## config.mk

```make
export PLATFORM = sky130hd
export DESIGN_NAME = irq_arbiter
export DESIGN_NICKNAME = d
export VERILOG_FILES = /design/src/rtl/irq_arbiter_pkg.sv /design/src/rtl/irq_arbiter_gateway.sv /design/src/rtl/irq_arbiter.sv
export SDC_FILE = /design/constraint.sdc
export NUM_CORES = 1
export LEC_CHECK = 0
export CAP_MARGIN = 30
export CORE_MARGIN = 1.5
export CORE_UTILIZATION = 40
export DETAILED_ROUTE_END_ITERATION = 8
export DONT_BUFFER_PORTS = 1
export PLACE_DENSITY = 0.58
export RECOVER_POWER = 25
export SYNTH_ARGS = -nofsm -noshare
export SYNTH_HDL_FRONTEND = slang
export SYNTH_SLANG_ARGS = --single-unit
export TNS_END_PERCENT = 10
```

## constraint.sdc

```tcl
create_clock -name clk -period 30.3 [get_ports clk]
set_clock_uncertainty 0.05 [all_clocks]
set_input_delay 3.03 -clock clk [delete_from_list [all_inputs] [get_ports clk]]
set_output_delay 3.03 -clock clk [all_outputs]
set_load 0.05 [all_outputs]
```

## src/rtl/irq_arbiter_pkg.sv

```systemverilog
// Shared constants and types for the platform interrupt arbiter.
package irq_arbiter_pkg;

    localparam int unsigned IRQ_NUM_SRC = 10;
    localparam int unsigned IRQ_PRIO_W  = 3;
    localparam int unsigned IRQ_ADDR_W  = 8;

    localparam int unsigned IRQ_REG_ENABLE    = 'h00;
    localparam int unsigned IRQ_REG_PENDING   = 'h04;
    localparam int unsigned IRQ_REG_EDGE_SEL  = 'h08;
    localparam int unsigned IRQ_REG_THRESHOLD = 'h0C;
    localparam int unsigned IRQ_REG_CLAIM     = 'h10;
    localparam int unsigned IRQ_REG_PRIO_BASE = 'h40;

    // Source IDs in TRAP_CODE_* peripheral order; ID 0 means "none"
    localparam int unsigned IRQ_ID_UART0_RX = 1;
    localparam int unsigned IRQ_ID_UART0_TX = 2;
    localparam int unsigned IRQ_ID_TIMER0   = 3;
    localparam int unsigned IRQ_ID_TIMER1   = 4;
    localparam int unsigned IRQ_ID_GPIOA0   = 5;
    localparam int unsigned IRQ_ID_GPIOA1   = 6;
    localparam int unsigned IRQ_ID_GPIOB0   = 7;
    localparam int unsigned IRQ_ID_GPIOB1   = 8;
    localparam int unsigned IRQ_ID_GPIOC0   = 9;
    localparam int unsigned IRQ_ID_GPIOC1   = 10;

    typedef enum logic [1:0] {
        GW_IDLE  = 2'd0,
        GW_PEND  = 2'd1,
        GW_INSRV = 2'd2
    } irq_gw_state_t;

endpackage

```

## src/rtl/irq_arbiter_gateway.sv

```systemverilog
// Per-source gateway: request detection, IDLE/PEND/INSRV tracking and a
// deferred bit for edges that arrive while the source is being serviced.
module irq_gateway
    import irq_arbiter_pkg::*;
(
    input  logic clk,
    input  logic rst_n,
    input  logic src,
    input  logic edge_sel,
    input  logic claim,
    input  logic complete,
    output logic pend,
    output logic insrv
);

    irq_gw_state_t state;
    logic          src_q;
    logic          deferred;
    logic          rise;
    logic          req;

    assign rise = src & ~src_q;
    assign req  = edge_sel ? rise : src;

    always_ff @(posedge clk) begin
        if (!rst_n) begin
            state    <= GW_IDLE;
            src_q    <= 1'b0;
            deferred <= 1'b0;
            pend     <= 1'b0;
            insrv    <= 1'b0;
        end else begin
            src_q <= src;
            case (state)
                GW_IDLE: begin
                    if (req) begin
                        state <= GW_PEND;
                        pend  <= 1'b1;
                    end
                end
                // Further requests while pending are absorbed
                GW_PEND: begin
                    if (claim) begin
                        state <= GW_INSRV;
                        pend  <= 1'b0;
                        insrv <= 1'b1;
                    end
                end
                GW_INSRV: begin
                    if (complete) begin
                        insrv    <= 1'b0;
                        deferred <= 1'b0;
                        if (deferred || req) begin
                            state <= GW_PEND;
                            pend  <= 1'b1;
                        end else begin
                            state <= GW_IDLE;
                        end
                    end else if (edge_sel && rise) begin
                        deferred <= 1'b1;
                    end
                end
                default: begin
                    state <= GW_IDLE;
                    pend  <= 1'b0;
                    insrv <= 1'b0;
                end
            endcase
        end
    end

endmodule

```

## src/rtl/irq_arbiter.sv

```systemverilog
// Platform interrupt arbiter: register file, priority selection and the
// claim/complete handshake driving a single prioritised irq.
module irq_arbiter
    import irq_arbiter_pkg::*;
#(
    parameter int unsigned NUM_SRC = IRQ_NUM_SRC,
    parameter int unsigned PRIO_W  = IRQ_PRIO_W,
    parameter int unsigned ADDR_W  = IRQ_ADDR_W
) (
    input  logic                           clk,
    input  logic                           rst_n,
    input  logic [NUM_SRC-1:0]             src,
    input  logic                           bus_rd_en,
    input  logic                           bus_wr_en,
    input  logic [ADDR_W-1:0]              bus_addr,
    input  logic [31:0]                    bus_wr_data,
    output logic [31:0]                    bus_rd_data,
    output logic                           irq,
    output logic [$clog2(NUM_SRC+1)-1:0]   irq_id
);

    localparam int unsigned ID_W = $clog2(NUM_SRC + 1);

    logic [NUM_SRC-1:0] enable_q;
    logic [NUM_SRC-1:0] edge_sel_q;
    logic [PRIO_W-1:0]  threshold_q;
    logic [PRIO_W-1:0]  prio_q [NUM_SRC];

    logic [NUM_SRC-1:0] pend;
    logic [NUM_SRC-1:0] insrv;
    logic [NUM_SRC-1:0] claim;
    logic [NUM_SRC-1:0] complete;

    logic               win_valid;
    logic [ID_W-1:0]    win_id;
    logic [PRIO_W-1:0]  win_prio;

    logic               rd_claim;
    logic               wr_claim;
    logic               prio_hit;
    logic [ADDR_W-1:0]  prio_off;
    logic [ADDR_W-1:0]  prio_sel;
    logic [31:0]        rd_val;

    assign rd_claim = bus_rd_en && (bus_addr == ADDR_W'(IRQ_REG_CLAIM));
    assign wr_claim = bus_wr_en && (bus_addr == ADDR_W'(IRQ_REG_CLAIM));

    // Priority window decode: 0x40 + 4*id for id 1..NUM_SRC
    assign prio_off = bus_addr - ADDR_W'(IRQ_REG_PRIO_BASE);
    assign prio_sel = prio_off >> 2;
    assign prio_hit = (bus_addr[1:0] == 2'b00)
                   && (bus_addr > ADDR_W'(IRQ_REG_PRIO_BASE))
                   && (bus_addr <= ADDR_W'(IRQ_REG_PRIO_BASE + 4 * NUM_SRC));

    for (genvar g = 0; g < NUM_SRC; g++) begin : g_gw
        irq_gateway u_gw (
            .clk      (clk),
            .rst_n    (rst_n),
            .src      (src[g]),
            .edge_sel (edge_sel_q[g]),
            .claim    (claim[g]),
            .complete (complete[g]),
            .pend     (pend[g]),
            .insrv    (insrv[g])
        );
    end

    // Strict '>' keeps the lowest ID on a priority tie
    always_comb begin
        win_valid = 1'b0;
        win_id    = '0;
        win_prio  = '0;
        for (int i = 0; i < NUM_SRC; i++) begin
            if (pend[i] && enable_q[i] && (prio_q[i] > threshold_q) && (prio_q[i] > win_prio)) begin
                win_valid = 1'b1;
                win_prio  = prio_q[i];
                win_id    = ID_W'(i + 1);
            end
        end
    end

    always_comb begin
        claim    = '0;
        complete = '0;
        for (int i = 0; i < NUM_SRC; i++) begin
            claim[i]    = rd_claim && win_valid && (win_id == ID_W'(i + 1));
            complete[i] = wr_claim && insrv[i] && (bus_wr_data == 32'(i + 1));
        end
    end

    always_comb begin
        rd_val = '0;
        case (bus_addr)
            ADDR_W'(IRQ_REG_ENABLE):    rd_val = 32'({enable_q, 1'b0});
            ADDR_W'(IRQ_REG_PENDING):   rd_val = 32'({pend, 1'b0});
            ADDR_W'(IRQ_REG_EDGE_SEL):  rd_val = 32'({edge_sel_q, 1'b0});
            ADDR_W'(IRQ_REG_THRESHOLD): rd_val = 32'(threshold_q);
            ADDR_W'(IRQ_REG_CLAIM):     rd_val = 32'(win_id);
            default:                    rd_val = '0;
        endcase
        for (int i = 0; i < NUM_SRC; i++) begin
            if (prio_hit && (prio_sel == ADDR_W'(i + 1))) begin
                rd_val = 32'(prio_q[i]);
            end
        end
    end

    always_ff @(posedge clk) begin
        if (!rst_n) begin
            enable_q    <= '0;
            edge_sel_q  <= '1;
            threshold_q <= '0;
            for (int i = 0; i < NUM_SRC; i++) begin
                prio_q[i] <= '0;
            end
            irq         <= 1'b0;
            irq_id      <= '0;
            bus_rd_data <= '0;
        end else begin
            irq    <= win_valid;
            irq_id <= win_id;
            if (bus_rd_en) begin
                bus_rd_data <= rd_val;
            end
            if (bus_wr_en) begin
                case (bus_addr)
                    ADDR_W'(IRQ_REG_ENABLE):    enable_q    <= bus_wr_data[NUM_SRC:1];
                    ADDR_W'(IRQ_REG_EDGE_SEL):  edge_sel_q  <= bus_wr_data[NUM_SRC:1];
                    ADDR_W'(IRQ_REG_THRESHOLD): threshold_q <= bus_wr_data[PRIO_W-1:0];
                    default: ;
                endcase
                for (int i = 0; i < NUM_SRC; i++) begin
                    if (prio_hit && (prio_sel == ADDR_W'(i + 1))) begin
                        prio_q[i] <= bus_wr_data[PRIO_W-1:0];
                    end
                end
            end
        end
    end

endmodule

```

# Word-level counts from Yosys, hierarchy flattened
# Memories as Yosys holds them, arrays and structs flattened.
# Cells that the tools add are included.
[word_totals]
reg_bits = 120
ramBits = 30
inputBits = 54
output_inout_bits = 37
wordCells = 625
n_memories = 1
[classes]
add_sub_neg = 1
magnitude_cmp = 22
eq_ne = 94
mux = 251
n_bitwise = 40
n_reduce_logical = 160
[mem_list]
columns = ["name", "words", "width", "rd", "rd_ports_with_merged_regs", "write_ports", "line", "text"]
rows = [
  ["prio_q", 10, 3, 10, 0, 10, "irq_arbiter.sv:27", "logic [PRIO_W-1:0] prio_q [NUM_SRC];"],
]
[ops]
columns = ["op", "n"]
rows = [
  ["$mux 32", 10],
  ["$mux 1", 152],
  ["$eq 32x3->1 const B", 4],
  ["$eq 32x4->1 const B", 3],
  ["$logic_and 1x1->1", 85],
  ["$ne 2x1->1 const B", 40],
  ["$eq 32x2->1 const B", 2],
  ["$mux 2", 30],
  ["$pmux 1 s3", 20],
  ["$pmux 2 s3", 10],
  ["$reduce_and 3->1", 20],
  ["$gt 3x3->1", 19],
  ["$mux 3", 19],
  ["$pmux 11 s5", 1],
  ["$reduce_and 4->1", 10],
  ["$mux 4", 9],
  ["$eq 32x1->1 const B", 1],
  ["$reduce_and 2->1", 13],
  ["$eq 6x3->1 const B", 4],
  ["$logic_not 2->1", 11],
  ["$eq 2x1->1 const B", 10],
  ["$eq 2x2->1 const B", 10],
  ["$not 1->1", 20],
  ["$reduce_bool 2->1", 10],
  ["18 further kinds", 55],
]

# Longest topological paths before layout
# Gate-level depths: netlist of the first run.
# An unclocked memory read counts as a cell.
[logic_depth]
depth_word = 43
ltp_mapped = 71
mapped_depth_nobuf = 67

# Cells and area by module
# A second synthesis of the first run with hierarchy kept.
[hier_totals]
cells_unflattened = 971
area_unflattened_um2 = 8333.0
[modules_own_cells]
columns = ["mod", "n_inst", "cells_per_inst", "area_per_inst_um2", "seq_area_each_um2"]
rows = [
  ["irq_arbiter", 1, 691, 5605.4, 1681.6],
  ["irq_gateway", 10, 28, 272.8, 120.1],
]

# Least setup slack after synthesis of the first run
# No wires, ideal clock.
[synth_path]
path_kind = "register to register"
start = "register threshold_q[2]"
end = "register g_gw[5].u_gw.pend"
setup_ps = 133
arrival_time_ps = 13139
t_required_ps = 30117
setup_slack_ps = 16978
stages_incl_launch_ff = 68
n_path_buf = 4
synth_period_minus_slack_ps = 13322
cell_sequence = "dfxtp_1 > inv_1 > ha_1 > nand3_1 > o2111ai_1 > nor2_1 > nand2_1 > ha_1 > a21oi_1 > a22o_1 > o2111ai_1 > and2_1 > ha_1 > a21oi_1 > a22o_1 > or2_0 > buf_2 > o211ai_1 > [32 not listed] > mux2i_1 > ha_1 > nor2b_1 > o21ai_0 > inv_1 > o21ai_1 > nor2_1 > a31oi_1 > ha_1 > nor2b_1 > o21ai_0 > inv_1 > o21ai_0 > nand2_1 > nor3_1 > nand2b_1 > nor4b_4 > o32ai_1"
[synth_via]
elab_chain_len = 35
word_cells_on_any_way = 73
classes_between = "order compare (19); eq/ne (2); mux (29); reduce/logical (23)"
[synth_rtl]
columns = ["element", "line", "text"]
rows = [
  ["start: declaration", "irq_arbiter.sv:26", "logic [PRIO_W-1:0] threshold_q;"],
  ["start signal: assignment", "irq_arbiter.sv:129", "ADDR_W'(IRQ_REG_THRESHOLD): threshold_q <= bus_wr_data[PRIO_W-1:0];"],
  ["$gt 3x3->1", "irq_arbiter.sv:74", "if (pend[i] && enable_q[i] && (prio_q[i] > threshold_q) && (prio_q[i] > win_prio)) begin"],
  ["$logic_and 1x1->1 (2 in a row)", "irq_arbiter.sv:74", ""],
  ["$mux 3", "irq_arbiter.sv:74", ""],
  ["$gt 3x3->1", "irq_arbiter.sv:74", ""],
  ["$logic_and 1x1->1", "irq_arbiter.sv:74", ""],
  ["$mux 3", "irq_arbiter.sv:74", ""],
  ["$gt 3x3->1", "irq_arbiter.sv:74", ""],
  ["$logic_and 1x1->1", "irq_arbiter.sv:74", ""],
  ["[18 not listed]", "n/a", ""],
  ["$mux 3", "irq_arbiter.sv:74", ""],
  ["$gt 3x3->1", "irq_arbiter.sv:74", ""],
  ["$logic_and 1x1->1", "irq_arbiter.sv:74", ""],
  ["$mux 4 / $mux 1 (equally long branches)", "irq_arbiter.sv:74", ""],
  ["$eq 4x3->1 / $logic_and 1x1->1 (equally long branches)", "irq_arbiter.sv:86", "claim[i] = rd_claim && win_valid && (win_id == ID_W'(i + 1));"],
  ["$logic_and 1x1->1 (*)", "irq_arbiter.sv:86", ""],
  ["$ne 2x1->1 (no line) (*)", "n/a", ""],
  ["$reduce_and 4->1 (no line) (*)", "n/a", ""],
  ["end signal: assignment", "irq_arbiter_gateway.sv:45", "pend <= 1'b0;"],
  ["end signal: assignment", "irq_arbiter_gateway.sv:55", "pend <= 1'b1;"],
  ["end signal: assignment", "irq_arbiter_gateway.sv:65", "pend <= 1'b0;"],
  ["end: declaration", "irq_arbiter_gateway.sv:12", "output logic pend,"],
]
# Every way passes the cells marked *; elsewhere a longest branch is shown, timed or not.
# A chain may end at the register's enable or synchronous reset.

# Worst setup path after layout of the first run
[layout_path]
start = "register threshold_q[1]"
end = "register g_gw[5].u_gw.pend"
# The elaborated chain is that of the path after synthesis.

==> results of run 1 <==
-- cell families (layout without fill, tap and decap cells) --
| group | Yosys count | after routing | share of synthesized area |
|---|---|---|---|
| mux | 16 | 16 | 0.0235 |
| simple gates | 434 | 434 | 0.273 |
| other cells | 1 | 21 | 0.000464 |
| flops | 129 | 129 | 0.357 |
| fa+ha+maj | 50 | 50 | 0.0771 |
| buf+inv | 87 | 66 | 0.0528 |
| compound gates | 258 | 258 | 0.216 |
-- report_power, final --
group,internal (mW),switching [mW]
clock,0.106,0.0830
sequential,0.182,0.00927
combinational,0.0118,0.0205
total,0.301,0.113
-- layer usage --
metal,routed length [µm],GRT usage,up-vias
met2,10900,0.356,235
met3,1620,0.0513,46
met4,782,0.0980,0
met5,0,0,-
met1,10800,0.300,3411
li1,-,-,3516
-- tightest hold or removal path, cell delays in order (launching register included) --
cell and delay [ps]:
dfxtp_1 310, nand2_1 50, a21oi_1 60
-- how the worst max path moves through the flow --
stage,endpoint,slack (ps),start,depth (start not counted)
6_report,g_gw[5].u_gw.pend$_SDFFE_PN0P_,14510,threshold_q[1]$_SDFFE_PN0P_,63
3_5_place_dp,g_gw[5].u_gw.pend$_SDFFE_PN0P_,14850,threshold_q[1]$_SDFFE_PN0P_,62
4_1_cts,g_gw[5].u_gw.pend$_SDFFE_PN0P_,14680,threshold_q[2]$_SDFFE_PN0P_,63
3_3_place_gp,g_gw[5].u_gw.pend$_SDFFE_PN0P_,15150,threshold_q[1]$_SDFFE_PN0P_,62
2_1_floorplan,g_gw[5].u_gw.pend$_SDFFE_PN0P_,16980,threshold_q[2]$_SDFFE_PN0P_,67
5_1_grt,g_gw[5].u_gw.pend$_SDFFE_PN0P_,12980,threshold_q[1]$_SDFFE_PN0P_,63
-- cells in the mapped netlist (4+ instances only) --
cell      instances  area, µm²
o21a_1            8       60.1
inv_1            29        109
o21ai_1           4       20.0
o211ai_1          7       52.6
a21oi_1          65        325
nor2b_1          31        194
mux2_2            4       45.0
ha_1             49        613
a21o_1            4       30.0
a31o_2            5       43.8
o221ai_1          5       43.8
nand2_1         125        469
a31oi_1           7       43.8
and3_1            7       43.8
a211oi_1          5       37.5
and2_1           18        113
nand3b_1         16        120
nor3b_1           9       67.6
a22o_1            5       43.8
nand3_1          62        310
nand2b_1         14       87.6
nor4_1           11       68.8
edfxtp_1         30        901
mux2i_1          10        100
nor2_1           90        338
a221oi_1          6       52.6
dfxtp_1          99       1980
a32o_1            6       60.1
nor3_1           21        105
buf_4            22        165
a22oi_1          15        113
nand4_1           9       56.3
o21ai_0          73        365
clkbuf_1         28        105
-- cells in the final DEF, fill, tap and decap left out, types with 4 or more instances in the layout --
cell type  instances
a211oi_1           5
a21o_1             4
a21oi_1           65
a221oi_1           6
a22o_1             5
a22oi_1           15
a31o_2             5
a31oi_1            7
a32o_1             6
and2_1            17
and3_1             7
clkbuf_16         17
conb_1            21
dfxtp_1           99
edfxtp_1          30
ha_1              49
inv_1             29
mux2_2             4
mux2i_1           10
nand2_1          125
nand2b_1          14
nand3_1           62
nand3b_1          16
nand4_1            9
nor2_1            90
nor2b_1           31
nor3_1            21
nor3b_1            9
nor4_1            10
o211ai_1           7
o21a_1             8
o21ai_0           73
o21ai_1            4
o221ai_1           5
-- sequential cells by signal, summed over array words and instances, names as in the netlist --
name	count
g_gw.u_gw.insrv	10
irq	1
g_gw.u_gw.deferred	10
bus_rd_data	11
threshold_q	3
edge_sel_q	10
g_gw.u_gw.state	20
irq_id	4
prio_q	30
g_gw.u_gw.src_q	10
g_gw.u_gw.pend	10
enable_q	10
-- layout make-up --
type / count / share of cell area
clock buffer: 19 / 0.0507
clock inverter: 12 / 0.00960
inverter: 30 / 0.0129
multi-input combinational: 779 / 0.555
sequential: 129 / 0.330
tap: 265 / 0.0380
timing repair buffer: 5 / 0.00344
-- through the flow --
step | cells | utilization | area (µm²) | setup slack (ps)
global route | 1239 | 0.444 | 8730 | 12980
finish | 1239 | 0.444 | 8730 | 14510
detailed placement | 1208 | 0.418 | 8220 | 14850
floorplan | 995 | - | 8150 | 16980
global placement | 1208 | 0.418 | 8220 | 15150
CTS | 1239 | 0.445 | 8740 | 14680
==> parameters.txt, run 1 <==
Parameter                              Value

Clock tree
  Number of gates resized after CTS ... 0
  Post-CTS Hold Fix Bufs ... 0
  Clock Path Buffers ... 2
  Clock-pin transition on the worst setup and hold timing paths ... about 60 ps
  # Post-CTS Setup Buffers ... 0
  Clock sink count ... between 100 and 150
  Number of buffers created by CTS ... 17
  Master cell of the clock root buffer ... clkbuf_16
  Insertion delay to the later sink of the worst-skew pair ... about 430 ps
  CTS tree ... built
  # H-tree levels ... 4

Floorplanning
  Vertical die dimension ... around 150 µm
  Effective utilization at floorplan ... 0.411
  Area enclosed by the die boundary ... ~0.021 mm²
  Boundary Pins ... 91
  Die width ... between 100 and 150 µm
  CORE AREA ... 0.0197 mm²
  Cell Rows ... 51

Setup path
  Register-to-register setup slack ... 14,510 ps
  Slowest stage cell, crit path ... nor3_1
  Top cell family by delay on the critical path ... simple AND/OR/NAND/NOR gates
  Worst reg2reg startpoint ... threshold_q[1]$_SDFFE_PN0P_
  Worst R2R End ... g_gw[5].u_gw.pend$_SDFFE_PN0P_
  Worst path required time ... between 30,000 and 40,000 ps
  Endpoint class of the critical path ... flip-flop
  Crit path launch type ... flip-flop
  Worst path max stage delay ... about 700 ps
  WP buf/inv ... 3
  Worst reg2reg path depth ... 63
  Worst path arrival time ... around 16,000 ps
  CP Max Fanout ... 10
  Most Frequent Cell on Critical Path ... ha_1
  Worst setup path class ... reg2reg

Yosys
  Synth cell types ... 85
  Synth async-reset ratio ... 0
  Warning count from the yosys run ... 0
  Sequential share of the synthesized area ... 0.357
  Number of synthesized flops with an enable pin ... 30
  Top FF cell, synth ... dfxtp_1
  Post-synthesis register bit count ... approximately 130
  Synthesized instance count ... between 900 and 1,000
  Mean area per synthesized cell ... 8.29 µm²
  Netlist Area Pre-Place ... around 0.0081 mm²

Route
  First-pass iteration count of the detailed router ... 5
  Total via count in the routed design ... roughly 7,000
  Antenna Nets Post-Route ... 0
  Mean number of vias per cell ... 5.82
  Remaining DRCs ... 0
  Total wire length after detailed routing ... between 20 and 25 mm
  Starting DRC count in detailed routing ... 545
  Routed WL per cell ... about 19 µm

Global routing
  Wire length of the first global-routing pass ... between 30 and 40 mm
  Pin count of the biggest net entering global routing ... 86
  Initial antenna violation count ... 0
  Remaining Overflow, GRT ... 0
  Total routing resource utilization after global routing ... 0.227
  Vias in the first global route ... 6,576

Cells and area
  Count of nets after finishing ... about 1,100
  Number of diodes ... 0
  Layout fillers ... slightly above 2,000
  Fraction of final layout cells with drive strength greater than 1 ... 0.0698
  Layout-stage area growth over the synthesis result ... 8.12%
  Sequential cell area in the final layout ... between 0.002 and 0.003 mm²
  Area used by multi-input combinational logic ... about 0.0049 mm²

Placed design
  HPWL after detailed placement ... approximately 18 mm
  Routability cong. ... 0.925
  IO Port Bufs ... 0

Min path
  Hold Path Cell Cnt ... 2
  Hold Path Origin ... g_gw[2].u_gw.insrv$_SDFFE_PN0P_
  Hold/Removal Path Class ... reg2reg
  Worst Hold Path EP ... g_gw[2].u_gw.insrv$_SDFFE_PN0P_

Pwr
  Overall Power ... between 400 and 500 µW
  Cell area power density ... 47.3 mW/mm²
  Reported leakage power ... 3.20 nW
  Maximum vdd drop ... roughly 0.000033 V

STA
  Aggregate negative setup slack ... 0 ps
  F_max ... 0.0633 GHz
  Final critical delay including setup and external delays ... 15,790 ps
  Final critical-path share of the clock period ... 0.521
  Fin. Hold Viols ... 0
  Worst hold slack ... between 400 and 500 ps
  Worst slew slack as a fraction of its limit ... 0.371
  Number of max-slew violations in the final report ... 0
  Slew of the pin with the lowest slew margin ... ~940 ps
  Setup Viol. Count Final ... 0
  RSZ-0062 raised after global routing ... false

Job
  Max-cap viol count ... 0

Status
  Outcome ... finished clean
Power figures use the tool's default switching activity.
==> inputs of run 2 (changes only) <==
Clock period 30.3 ns to 15.2 ns, I/O delays scaled along.
==> run 2 against run 1 <==
Net effect:
- fmax grew 13%
- global-route usage grew 0.26 points
- register-to-register slack got worse by 13000 ps
- design area rose by 1.9%
- hold slack gained 9.2 ps
- wire length hardly changed
- cell count is 0.73% higher
- count of clock-buffer cells in the layout is 1 higher
- combinational power grew 99%
- sequential cell count did not move
- non-clock buffer count up 9
- worst setup slack got worse by 13000 ps
==> parameters.txt, run 2 (same netlist as run 1, synthesis figures left out) <==
Parameter                              Value

Floorplanning
  Die width ... 145 µm (unchanged)
  Vertical die dimension ... 145 µm (unchanged)
  Effective utilization at floorplan ... 0.411 (unchanged)
  Area enclosed by the die boundary ... 0.0211 mm² (unchanged)
  CORE AREA ... 0.0197 mm² (unchanged)
  Boundary Pins ... 91 (unchanged)
  Cell Rows ... 51 (unchanged)

Pwr
  Reported leakage power ... 3.28 nW (+2.3%)
  Overall Power ... 861 µW (+110%)
  Internal portion of total power ... 639 µW (+110%)
  Maximum vdd drop ... 0.0000635 V (+92%)
  Reg power frac ... 0.444 (-0.020)
  Net switching fraction of the power ... 0.258 (-0.0145)
  Clock network fraction of design power ... 0.481 (+0.023)
  Combinational group share of total power ... 0.075 (-0.003)
  Cell area power density ... 96.8 mW/mm² (+100%)
  Switching power ... 222 µW (+97%)

STA
  Number of max-slew violations in the final report ... 0 (unchanged)
  Fin. Hold Viols ... 0 (unchanged)
  Final critical delay including setup and external delays ... 13,970 ps (-1820 ps)
  Aggregate negative setup slack ... 0 ps (unchanged)
  Worst slew slack as a fraction of its limit ... 0.315 (-0.0567)
  Worst hold slack ... 420 ps (+9.19 ps)
  Setup Viol. Count Final ... 0 (unchanged)
  F_max ... 0.0716 GHz (+13%)
  Final critical-path share of the clock period ... 0.919 (+0.398)
  Slew of the pin with the lowest slew margin ... 1020 ps (+79.1 ps)

Setup path
  Worst path arrival time ... 14,280 ps (-1750 ps)
  Slowest stage cell, crit path ... a2111oi_1
  CP Max Fanout ... 12 (+2)
  Worst path max stage delay ... 480 ps (-200 ps)
  WP buf/inv ... 5 (+2)
  Most Frequent Cell on Critical Path ... ha_1
  Worst setup path class ... reg2reg
  Worst path required time ... 15,500 ps (-15,030 ps)
  Endpoint class of the critical path ... flip-flop
  Crit path launch type ... flip-flop
  Top cell family by delay on the critical path ... compound AO/OA/AOI/OAI gates

Global routing
  Remaining Overflow, GRT ... 0 (unchanged)
  Wire length of the first global-routing pass ... 38.0 mm (+2.4%)
  Total routing resource utilization after global routing ... 0.230 (+0.00261)
  Vias in the first global route ... 6,760 (+2.8%)
  Pin count of the biggest net entering global routing ... 86 (unchanged)
  Initial antenna violation count ... 0 (unchanged)

Cells and area
  Registers with the most flip-flops ... prio_q (30), g_gw.u_gw.state (20), bus_rd_data (11)
  Most used cells in the layout excluding fill and tap cells ... nand2_1, dfxtp_1, nor2_1
  Register with the most flip-flops ... prio_q
  Post-route core utilization ... 0.453 (+0.00834)
  Leading cell type in the layout, fill and taps excluded ... nand2_1
  Count of nets after finishing ... 1,074 (+0.85%)
  Layout-stage area growth over the synthesis result ... 10.1%
  Number of diodes ... 0 (unchanged)
  Fraction of final layout cells with drive strength greater than 1 ... 0.0855 (+0.0156)
  Number of flip-flops under the largest register name ... 30 (unchanged)
  Final cell count without fillers ... 1,248 (+0.73%)

Clock tree
  Master cell of the clock root buffer ... clkbuf_16
  Clock sink count ... 129 (unchanged)
  Clock Path Buffers ... 2 (unchanged)
  Insertion delay to the later sink of the worst-skew pair ... 430 ps (about the same)
  CTS tree ... built
  Clock-pin transition on the worst setup and hold timing paths ... 70 ps (about the same)
  Number of buffers created by CTS ... 17 (unchanged)
  # H-tree levels ... 4 (unchanged)

Status
  Outcome ... finished clean

Route
  Total via count in the routed design ... 7,216 (+0.11%)
  First-pass iteration count of the detailed router ... 5 (unchanged)
  Remaining DRCs ... 0 (unchanged)
  Antenna Nets Post-Route ... 0 (unchanged)
  Starting DRC count in detailed routing ... 549 (+0.73%)
  Mean number of vias per cell ... 5.78 (-0.61%)
  Total wire length after detailed routing ... 24.0 mm (about the same)
  Routed WL per cell ... 19.3 µm (-0.81%)

Min path
  Hold/Removal Path Class ... reg2reg

Job
  Max-cap viol count ... 0 (unchanged)

Placed design
  Routability cong. ... 0.902 (-2.5%)
  IO Port Bufs ... 0 (unchanged)
  Total placed cells including tap cells ... 1,211 (+0.25%)
  HPWL after detailed placement ... 17.8 mm (about the same)
[run 2: cell type report]
type	instances	area, µm²
clock buffers	20	458
clock inverters	11	130
fillers	1953	10800
inverters	30	120
multi-input cells	779	4870
flip-flops and latches	129	2880
well taps	265	332
repair buffers	14	101
[run 2: final timing paths]
check	cells after the start	to	startpoint	slack [ps]
setup / recovery	66	bus_rd_data[3]$_SDFFE_PN0P_	threshold_q[2]$_SDFFE_PN0P_	1230
setup reg to reg	66	bus_rd_data[3]$_SDFFE_PN0P_	threshold_q[2]$_SDFFE_PN0P_	1230
hold / removal	2	enable_q[4]$_SDFFE_PN0P_	enable_q[4]$_SDFFE_PN0P_	420
hold reg to reg	2	enable_q[4]$_SDFFE_PN0P_	enable_q[4]$_SDFFE_PN0P_	420
[run 2: power by group through the flow]
stage,registers (mW),clock network (mW),logic [mW]
4_1_cts,0.382,0.421,0.0641
5_1_grt,0.384,0.433,0.0721
2_1_floorplan,0.382,0,0.0637
3_5_place_dp,0.389,0,0.0638
3_3_place_gp,0.389,0,0.0634
6_report,0.382,0.414,0.0644
[run 2: repair_timing]
item                                    4_1_cts  5_1_grt
hold buffers                                  0        0
endpoints found under the hold margin         0        0
resized for setup                             0       12
endpoints found under the setup margin        0       49
buffers inserted                              0        6
[run 2: worst register-to-register path, delay by kind of cell (launching register included)]
| kind | cells | cell delay (ps) |
|---|---|---|
| simple gates | 23 | 3990 |
| mux | 3 | 970 |
| buf+inv | 5 | 810 |
| flops | 1 | 390 |
| fa+ha+maj | 10 | 2980 |
| compound gates | 25 | 4720 |
[run 2: per-layer routing]
metal	wire length, µm	up-vias	track usage	part of all wire
met1	11000	3386	0.304	0.46
met5	0	-	0	0
met4	775	0	0.0944	0.032
met2	10800	237	0.365	0.45
li1	-	3539	-	-
met3	1440	54	0.0453	0.060
[run 2: stage by stage]
stage | setup slack [ps] | instance area (µm²)
after floorplan | 1880 | 8150
after global placement | 723 | 8240
after detailed placement | 558 | 8240
after CTS | 473 | 8830
after global routing | -129 | 8900
final | 1230 | 8900
==> inputs of run 3 (changes only) <==
Settings changed: GPL_ROUTABILITY_DRIVEN set to 0, REMOVE_ABC_BUFFERS set to 1.
==> run 3 against run 2 <==
Net effect:
- worst setup slack got worse by 240 ps
- sequential cell count unchanged
- core utilization increased by 0.13 points
- global-route usage decreased by 0.055 points
- clock power increased by 6.0%
- largest cell class unchanged
- highest routed layer unchanged
==> parameters.txt, run 3 (same netlist as run 1, synthesis figures left out) <==
Parameter                              Value

Status
  Outcome ... finished clean

Floorplanning
  Area enclosed by the die boundary ... 0.0211 mm² (unchanged)
  Vertical die dimension ... 145 µm (unchanged)
  Die width ... 145 µm (unchanged)
  Boundary Pins ... 91 (unchanged)
  Effective utilization at floorplan ... 0.411 (unchanged)
  Cell Rows ... 51 (unchanged)
  CORE AREA ... 0.0197 mm² (unchanged)

Clock tree
  # H-tree levels ... 4 (unchanged)
  Post-CTS Hold Fix Bufs ... 0 (unchanged)
  Clock-pin transition on the worst setup and hold timing paths ... 60 ps (about the same)
  Master cell of the clock root buffer ... clkbuf_16
  Clock Path Buffers ... 2 (unchanged)
  CTS tree ... built
  Insertion delay to the later sink of the worst-skew pair ... 430 ps (about the same)
  Clock sink count ... 129 (unchanged)
  Number of buffers created by CTS ... 17 (unchanged)

Setup path
  CP Max Fanout ... 12 (unchanged)
  Worst setup path class ... reg2reg
  Worst reg2reg startpoint ... prio_q[0][2]$_SDFFCE_PN0P_
  Endpoint class of the critical path ... flip-flop
  Worst reg2reg path depth ... 67 (+1.5%)
  Crit path launch type ... flip-flop
  Top cell family by delay on the critical path ... compound AO/OA/AOI/OAI gates
  WP buf/inv ... 3 (-2)
  Slowest stage cell, crit path ... a2111oi_1
  Worst path max stage delay ... 520 ps (+40 ps)
  Worst path required time ... 15,500 ps (about the same)
  Worst path arrival time ... 14,500 ps (+220 ps)
  Worst R2R End ... bus_rd_data[3]$_SDFFE_PN0P_
  Most Frequent Cell on Critical Path ... ha_1
  Register-to-register setup slack ... 990 ps (-240 ps)

STA
  Final critical-path share of the clock period ... 0.935 (+0.0155)
  Setup Viol. Count Final ... 0 (unchanged)
  Fin. Hold Viols ... 0 (unchanged)
  Final critical delay including setup and external delays ... 14,210 ps (+236 ps)
  Aggregate negative setup slack ... 0 ps (unchanged)
  F_max ... 0.0704 GHz (-1.7%)
  RSZ-0062 raised after global routing ... false
  Slew of the pin with the lowest slew margin ... 1160 ps (+138 ps)
  Number of max-slew violations in the final report ... 0 (unchanged)
  Worst slew slack as a fraction of its limit ... 0.227 (-0.0874)

Placed design
  HPWL after detailed placement ... 17.8 mm (+0.13%)
  IO Port Bufs ... 0 (unchanged)

Cells and area
  Number of diodes ... 0 (unchanged)
  Most used cells in the layout excluding fill and tap cells ... nand2_1, dfxtp_1, nor2_1
  Layout fillers ... 1,971 (+0.92%)
  Registers with the most flip-flops ... prio_q (30), g_gw.u_gw.state (20), bus_rd_data (11)
  Register with the most flip-flops ... prio_q
  Count of nets after finishing ... 1,072 (-0.19%)
  Number of flip-flops under the largest register name ... 30 (unchanged)
  Sequential cell area in the final layout ... 0.00288 mm² (unchanged)
  Fraction of final layout cells with drive strength greater than 1 ... 0.0876 (+0.00212)
  Layout-stage area growth over the synthesis result ... 10.5%
  Leading cell type in the layout, fill and taps excluded ... nand2_1
  Area used by multi-input combinational logic ... 0.00488 mm² (about the same)
  Post-route core utilization ... 0.454 (+0.00134)

Route
  First-pass iteration count of the detailed router ... 7 (+2)
  Remaining DRCs ... 0 (unchanged)
  Starting DRC count in detailed routing ... 691 (+26%)
  Total wire length after detailed routing ... 24.3 mm (+1.3%)
  Antenna Nets Post-Route ... 0 (unchanged)
  Mean number of vias per cell ... 5.82 (+0.66%)
  Routed WL per cell ... 19.5 µm (+1.4%)
  Total via count in the routed design ... 7,258 (+0.58%)

Global routing
  Wire length of the first global-routing pass ... 37.3 mm (-1.8%)
  Initial antenna violation count ... 0 (unchanged)
  Remaining Overflow, GRT ... 0 (unchanged)
  Vias in the first global route ... 6,537 (-3.3%)
  Total routing resource utilization after global routing ... 0.229 (-0.000550)
  Pin count of the biggest net entering global routing ... 86 (unchanged)

Pwr
  Internal portion of total power ... 654 µW (+2.4%)
  Combinational group share of total power ... 0.072 (-0.003)
  Clock network fraction of design power ... 0.495 (+0.014)
  Switching power ... 232 µW (+4.5%)
  Net switching fraction of the power ... 0.262 (+0.00397)
  Cell area power density ... 99.3 mW/mm² (+2.6%)
  Maximum vdd drop ... 0.0000679 V (+6.9%)
  Reported leakage power ... 3.30 nW (+0.54%)
  Reg power frac ... 0.432 (-0.012)

Min path
  Hold/Removal Path Class ... reg2reg
  Worst Hold Path EP ... g_gw[2].u_gw.insrv$_SDFFE_PN0P_
  Hold Path Cell Cnt ... 2 (unchanged)
  Hold Path Origin ... g_gw[2].u_gw.insrv$_SDFFE_PN0P_

Job
  Max-cap viol count ... 0 (unchanged)
==> run 3: cell count changes in the layout (fill, tap and decap cells not counted), sizes merged <==
cell,delta
buf,-1
inv,+10
clkinvlp,-1
clkbuf,-2
clkinv,-7
==> run 3: through the flow <==
stage	power, mW	hold WS (ps)	setup slack (ps)	cell area (µm²)	instances
global route	0.915	443	26.6	8920	1247
floorplan	0.434	387	1050	7840	938
global placement	0.453	398	694	8250	1213
finish	0.886	416	991	8920	1247
CTS	0.891	416	316	8880	1245
detailed placement	0.453	408	385	8250	1213
==> run 3: worst reg2reg max path: cells and delay by family, from the launching register on <==
| family | cells | cell delay (ps) |
|---|---|---|
| AO/OA/AOI/OAI | 26 | 5040 |
| adder cells (fa/ha/maj) | 10 | 2980 |
| buffers and inverters | 3 | 610 |
| flip-flops | 1 | 470 |
| multiplexers | 2 | 710 |
| AND/OR/NAND/NOR | 26 | 4300 |
==> run 3: area by class of cell <==
| type | count | area share |
|---|---|---|
| Inverter | 30 | 0.0126 |
| Multi-Input combinational cell | 779 | 0.546 |
| Clock inverter | 13 | 0.0175 |
| Sequential cell | 129 | 0.323 |
| Clock buffer | 19 | 0.0533 |
| Timing Repair Buffer | 12 | 0.0101 |
| Tap cell | 265 | 0.0372 |
==> run 3: power groups by stage <==
stage               Clock, mW  Sequential, mW  Combinational [mW]
floorplan                   0           0.382              0.0525
global placement            0           0.390              0.0628
detailed placement          0           0.390              0.0635
CTS                     0.445           0.382              0.0639
global route            0.460           0.384              0.0713
finish                  0.439           0.383              0.0641
==> run 3: worst max-delay path by stage <==
stage | cells past startpoint | start | endpoint | slack, ps
floorplan | 62 | threshold_q[2]$_SDFFE_PN0P_ | g_gw[5].u_gw.pend$_SDFFE_PN0P_ | 1050
global placement | 67 | threshold_q[2]$_SDFFE_PN0P_ | bus_rd_data[3]$_SDFFE_PN0P_ | 690
detailed placement | 66 | prio_q[0][2]$_SDFFCE_PN0P_ | g_gw[5].u_gw.pend$_SDFFE_PN0P_ | 390
CTS | 62 | prio_q[0][2]$_SDFFCE_PN0P_ | bus_rd_data[3]$_SDFFE_PN0P_ | 320
global route | 68 | threshold_q[2]$_SDFFE_PN0P_ | g_gw[5].u_gw.pend$_SDFFE_PN0P_ | 30
finish | 67 | prio_q[0][2]$_SDFFCE_PN0P_ | bus_rd_data[3]$_SDFFE_PN0P_ | 990
==> run 3: timing repair <==
action,4_1_cts,5_1_grt
buffers inserted,0,2
endpoints found under the setup margin,0,49
gates resized for setup,0,12
==> run 3: metal layers <==
layer / vias to the layer above / global-route usage / wire, µm
met5: - / 0 / 0
met4: 0 / 0.101 / 756
met3: 45 / 0.0415 / 1700
met2: 268 / 0.357 / 11000
met1: 3404 / 0.309 / 10900
li1: 3541 / - / -
